## src/rtl/pc_gen.sv

```systemverilog
// rtl/pc_gen.sv - fetch program counter with redirect, trap vectoring and flush window
//
// Ports:
//   i_clk, i_rst         clock, synchronous active-high reset
//   i_stall              hold the fetch PC (a redirect overrides it)
//   i_branch_taken       taken branch/JAL, target on i_branch_target
//   i_jalr               JALR redirect, target on i_jalr_target (bit 0 cleared here)
//   o_pc, o_pc_plus4     fetch address and its combinational +4
//   o_fetch_valid        o_pc is a valid fetch request (low only in the boot cycle)
//   o_flush              kill wrong-path IF/ID contents after a redirect
//   o_misaligned         one-cycle pulse after a misaligned redirect
//   o_bad_target         last misaligned redirect target
module pc_gen #(
  parameter int                 WIDTH       = 32,
  parameter logic [WIDTH-1:0]   RESET_PC    = WIDTH'(32'h0000_0000),
  parameter logic [WIDTH-1:0]   TRAP_PC     = WIDTH'(32'h0000_0100),
  parameter int                 FLUSH_DEPTH = 2
) (
  input  logic             i_clk,
  input  logic             i_rst,
  input  logic             i_stall,
  input  logic             i_branch_taken,
  input  logic [WIDTH-1:0] i_branch_target,
  input  logic             i_jalr,
  input  logic [WIDTH-1:0] i_jalr_target,
  output logic [WIDTH-1:0] o_pc,
  output logic [WIDTH-1:0] o_pc_plus4,
  output logic             o_fetch_valid,
  output logic             o_flush,
  output logic             o_misaligned,
  output logic [WIDTH-1:0] o_bad_target
);

  localparam logic [3:0] DEPTH = 4'(FLUSH_DEPTH);

  typedef enum logic [1:0] {
    BOOT  = 2'd0,
    RUN   = 2'd1,
    FLUSH = 2'd2
  } state_t;

  state_t     state;
  logic [3:0] flush_cnt;

  logic             redirect;
  logic [WIDTH-1:0] target;
  logic             target_bad;

  assign o_pc_plus4 = o_pc + WIDTH'(4);

  // JALR has priority over a simultaneous branch; its bit 0 is dropped
  // before the alignment check so only bit 1 can make it misaligned.
  always_comb begin
    redirect   = i_jalr | i_branch_taken;
    target     = i_jalr ? (i_jalr_target & ~WIDTH'(1)) : i_branch_target;
    target_bad = (target[1:0] != 2'b00);
  end

  always_ff @(posedge i_clk) begin
    if (i_rst) begin
      state         <= BOOT;
      flush_cnt     <= 4'd0;
      o_pc          <= RESET_PC;
      o_fetch_valid <= 1'b0;
      o_flush       <= 1'b0;
      o_misaligned  <= 1'b0;
      o_bad_target  <= '0;
    end else begin
      case (state)
        BOOT: begin
          // One idle cycle at RESET_PC; redirects and stalls are ignored.
          state         <= RUN;
          o_fetch_valid <= 1'b1;
          o_misaligned  <= 1'b0;
        end
        RUN, FLUSH: begin
          o_misaligned <= 1'b0;
          if (redirect) begin
            // Any accepted redirect (re)starts a full flush window.
            state     <= FLUSH;
            flush_cnt <= DEPTH;
            o_flush   <= 1'b1;
            if (target_bad) begin
              o_pc         <= TRAP_PC;
              o_bad_target <= target;
              o_misaligned <= 1'b1;
            end else begin
              o_pc <= target;
            end
          end else begin
            if (!i_stall) begin
              o_pc <= o_pc_plus4;
            end
            // The window counts down whether or not the PC is stalled.
            if (state == FLUSH) begin
              flush_cnt <= flush_cnt - 4'd1;
              o_flush   <= (flush_cnt != 4'd1);
              state     <= (flush_cnt == 4'd1) ? RUN : FLUSH;
            end
          end
        end
        default: begin
          state <= BOOT;
        end
      endcase
    end
  end

endmodule

```

## config.mk

```make
export PLATFORM = sky130hd
export DESIGN_NAME = pc_gen
export DESIGN_NICKNAME = d
export VERILOG_FILES = /design/src/rtl/pc_gen.sv
export SDC_FILE = /design/constraint.sdc
export NUM_CORES = 1
export LEC_CHECK = 0
export CAP_MARGIN = 30
export CORE_UTILIZATION = 44
export CTS_CLUSTER_SIZE = 30
export DETAILED_ROUTE_END_ITERATION = 8
export PLACE_DENSITY = 0.91
export REMOVE_ABC_BUFFERS = 1
export SYNTH_ARGS = -nofsm -noshare
export SYNTH_HDL_FRONTEND = slang
export SYNTH_SLANG_ARGS = --single-unit
```

## constraint.sdc

```tcl
create_clock -name i_clk -period 3.12 [get_ports i_clk]
set_clock_uncertainty 0.05 [all_clocks]
set_input_delay 0.936 -clock i_clk [delete_from_list [all_inputs] [get_ports i_clk]]
set_output_delay 0.936 -clock i_clk [all_outputs]
set_load 0.005 [all_outputs]
```

# After elaboration in Yosys (flattened, before gate mapping)
# Index checks and enable logic that the tools add are counted.
[totals]
ff_bits = 73
out_inout_bits = 99
elab_cells = 39
[classes]
n_reduce_logical = 8
addsub = 2
n_bitwise = 1
n_eq_ne = 6
mux = 15
[ops]
columns = ["op", "n"]
rows = [
  ["$mux W32", 4],
  ["$add A32 B3 Y32 const B", 1],
  ["$mux W4", 2],
  ["$mux W2", 3],
  ["$reduce_bool A2 Y1", 3],
  ["$eq A4 B1 Y1 const B", 1],
  ["$mux W1", 4],
  ["$ne A4 B1 Y1 const B", 1],
  ["$pmux W2 S2", 1],
  ["$reduce_and A2 Y1", 2],
  ["$sub A4 B1 Y4 const B", 1],
  ["$ne A3 B3 Y1 const B", 1],
  ["$reduce_and A3 Y1", 1],
  ["$eq A2 B1 Y1 const B", 1],
  ["$eq A2 B2 Y1 const B", 1],
  ["$logic_not A2 Y1", 1],
  ["$ne A2 B1 Y1 const B", 1],
  ["$pmux W1 S2", 1],
  ["$reduce_or A2 Y1", 1],
  ["$or A1 B1 Y1", 1],
]

# Logic depth before layout (Yosys ltp)
[logic_depth]
word_depth = 5
ltp_mapped = 8
mapped_depth_nobuf = 6

# Worst setup path after synthesis
# Ideal clock, no wire load.
[synth_path]
path_kind = "flip-flop to output port"
start = "reg o_pc[2]"
end = "out o_pc_plus4[24]"
t_required_ns = 2.134
path_slack_ns = 0.431
path_stages_with_launch = 7
t_arrival_ns = 1.703
cell_sequence = "dfxtp_1 > ha_1 > nand3_1 > nor4_4 > nand3_1 > nor2_1 > xor2_1"
[synth_between]
elab_chain_len = 1
[synth_lines]
columns = ["element", "line", "text"]
rows = [
  ["start, declared", "26", "output logic [WIDTH-1:0] o_pc,"],
  ["start signal, assigned", "88", "o_pc <= target;"],
  ["start signal, assigned", "92", "o_pc <= o_pc_plus4;"],
  ["$add A32 B3 Y32", "49", "assign o_pc_plus4 = o_pc + WIDTH'(4);"],
  ["end, declared", "27", "output logic [WIDTH-1:0] o_pc_plus4,"],
]
# No other way between the ends.

# Worst setup path after layout
[layout_path]
start = "reg o_pc[3]"
end = "out o_pc_plus4[16]"
# Same word-level chain as after synthesis.

==> out/results.tsv <==
stage	metric	value	unit
routing	drc_errors	0	
critical_path	cp.required	2.13	ns
power	p_per_area	623	nW/um^2
timing	setup_ws	-0.00605	ns
routing	wl	17.9	mm
flow_run	maxCapViolCount	0	
clock_network	cts_hold_buf	0	
timing	fmax	320	MHz
floorplan	die-area	10100	sq um
logic_synthesis	yosys_most_used_dff	dfxtp_1	
timing	final_max_slew_viol_count	0	
status	status	finished with violations	
logic_synthesis	avgSynthCellArea	8.02	sq um
logic_synthesis	ys_types	66	
layout	layout_common_cells	clkdlybuf4s50_1 (144), buf_4 (84), nor2_1 (67)	
layout	finish.utilization	0.757	
critical_path	crit_path_max_incr_delay	0.39	ns
logic_synthesis	synth_edf_count	0	
floorplan	start_util	0.460	
power	leakagePower	0.00286	uW
layout	n_fill_cell	630	
place	place_congestion	0.926	
routing	wl_per_cell	20.1	um
layout	nets	833	
critical_path	path_common_cell	buf_4	
timing	setup_viol	1	
layout	layout-drive-gt1-share	0.226	
floorplan	dieWidth	101	um
layout	area_delta_synth_final	64.7	%
timing	fin_crit_sh	1.00	
critical_path	arrival	2.14	ns
clock_network	cts_made_buffers	9	
critical_path	worst-path-buf-inv	5	
routing	drt_first_pass_iters	6	
timing	tightest_slew	0.646	ns
critical_path	cp-end-kind	primary output	
global_routing	grt_max_degree	41	
clock_network	htreeDepth	3	
routing	viasPerCell	6.09	
critical_path	slowest_stage	dfxtp_4	
floorplan	num_rows	35	
clock_network	cts_root_buf	clkbuf_8	
logic_synthesis	yosys_warnings	0	
floorplan	core_area	9330	sq um
clock_network	cts_tree	done	
critical_path	path_cells	ha_4 -> buf_4 -> nand3_4 -> nor4_4 -> buf_4 -> buf_4 -> buf_4 -> nand2_1 -> xnor2_1 -> buf_2	
clock_network	clk_latency	0.36	ns
timing	period_minus_slack	3.13	ns
logic_synthesis	ys_async_sr_fraction	0	
routing	drt_iter0_markers	652	
routing	ant_nets	0	
logic_synthesis	seq_area_frac_synth	0.341	
timing	hold_viol_final	0	
layout	mostFrequentLayoutCell	clkdlybuf4s50_1	
global_routing	grt_pass1_wl	26.1	mm
global_routing	antenna_found_initial	1	
routing	vias	5432	
status	violations	setup timing	
clock_network	clk_pin_slew_worst_paths	0.10	ns
critical_path	crit_type	flop to primary output	
place	pre_cts_slack	-0.0108	ns
logic_synthesis	syn_area	4290	sq um
timing	timing.slew.headroom	0.565	
global_routing	grt_overflow	0	
global_routing	grt_usage	0.327	
critical_path	crit_path_max_fanout	3	
clock_network	clockBufferDepth	2	
floorplan	die_height	101	um
global_routing	first_global_vias	5329	
logic_synthesis	syn_inst	535	
timing	timing.hold.ws	0.418	ns
critical_path	crit_family	buffers and inverters	
logic_synthesis	synth_seq_cells	73	
floorplan	ios	168	
critical_path	startpoint_type	flop	
min_path	hold_class	flop to flop	
place	hpwl	11.4	mm
place	numPortBuffers	166	
power	ir_drop	338	uV
clock_network	cts_sinks	73	
-- area by class of cell --
| type | instances | area, sq um | share of cell area |
|---|---|---|---|
| multi-input cells | 402 | 2770 | 0.393 |
| well taps | 129 | 161 | 0.0229 |
| diodes | 1 | 2.50 | 0.000354 |
| repair buffers | 255 | 2350 | 0.333 |
| clock buffers | 10 | 138 | 0.0195 |
| clock inverters | 5 | 80.1 | 0.0113 |
| flip-flops and latches | 73 | 1500 | 0.212 |
| inverters | 17 | 63.8 | 0.00903 |
-- final timing paths --
path | from | to | slack [ns] | cells past startpoint
min | o_bad_target[1]$_SDFFE_PP0P_ | o_bad_target[1]$_SDFFE_PP0P_ | 0.42 | 2
max reg2reg | state[0]$_SDFFE_PP0P_ | o_pc[10]$_SDFFE_PP0P_ | 0.85 | 7
min reg2reg | o_bad_target[1]$_SDFFE_PP0P_ | o_bad_target[1]$_SDFFE_PP0P_ | 0.42 | 2
max | o_pc[3]$_SDFFE_PP0P_ | o_pc_plus4[16] | -0.006 | 10
-- per-layer routing --
layer	wire length (um)	part of all wire	track usage
met1	6490	0.36	0.389
met4	982	0.055	0.158
met2	8560	0.48	0.566
met5	0	0	0
met3	1870	0.10	0.0624
-- synth_stat cells (3+ instances only) --
library cell / number / share of area
dfxtp_1: 73 / 0.34
nor2_1: 73 / 0.064
nand2_1: 43 / 0.038
mux2i_1: 28 / 0.065
clkbuf_1: 26 / 0.023
a211oi_1: 25 / 0.044
a21oi_1: 24 / 0.028
o21ai_0: 19 / 0.022
nor3_1: 17 / 0.020
inv_1: 16 / 0.014
nand3_1: 16 / 0.019
xnor2_1: 16 / 0.033
xor2_1: 11 / 0.022
buf_2: 10 / 0.012
nand4_1: 9 / 0.013
o22ai_1: 8 / 0.012
a31oi_1: 7 / 0.010
and2_1: 7 / 0.010
or3_1: 7 / 0.010
ha_1: 6 / 0.018
nor4_1: 6 / 0.0088
a22oi_1: 5 / 0.0088
a311oi_1: 5 / 0.010
nand2b_1: 5 / 0.0073
o32ai_1: 5 / 0.010
buf_1: 4 / 0.0035
a22o_1: 3 / 0.0061
a32oi_1: 3 / 0.0061
buf_4: 3 / 0.0053
mux2_2: 3 / 0.0079
o221ai_1: 3 / 0.0061
o32a_1: 3 / 0.0070
-- kinds of logic (layout without fill, tap and decap cells) --
family,Yosys count,after routing,synth area share
DFF,73,73,0.341
muxes,31,31,0.0732
buffers and inverters,60,287,0.0580
and+or+nand+nor,201,201,0.230
other,0,1,0
xor gates and xnor gates,27,27,0.0551
AOI/OAI and AO/OA,137,137,0.226
adders and majority gates,6,6,0.0175
-- worst min-delay path: stages (launching register included) --
cell and delay, ns:
dfxtp_1 0.32, nand2_1 0.05, a21oi_1 0.05
-- stage by stage --
stage               instance area, sq um  setup TNS [ns]  std cells  power, uW
finish                              7060        -0.00605        892       4400
CTS                                 6920          -0.185        880       4250
detailed placement                  6420         -0.0108        845       3370
global route                        7060          -0.120        892       4610
global placement                    6420               0        845       3290
floorplan                           4100          -20.13        492       2170
-- report_power, final --
| part | leakage, uW | internal, uW | total (uW) | switching, uW |
|---|---|---|---|---|
| clock | 0.000104 | 467 | 857 | 390 |
| sequential | 0.000606 | 1180 | 1360 | 181 |
| combinational | 0.00215 | 1100 | 2190 | 1080 |
| total | 0.00286 | 2750 | 4400 | 1660 |
-- sequential cells by signal, summed over array words and instances, names as in the netlist --
name,flops
o_flush,1
state,2
o_fetch_valid,1
o_misaligned,1
o_pc,32
flush_cnt,4
o_bad_target,32
-- timing repair --
action,in CTS,in global routing
cloned,0,0
gates resized for setup,70,27
buffers inserted,20,11
pin swaps,13,12
setup endpoints to repair,21,16
Note: power is estimated with default switching activity, not from simulation.
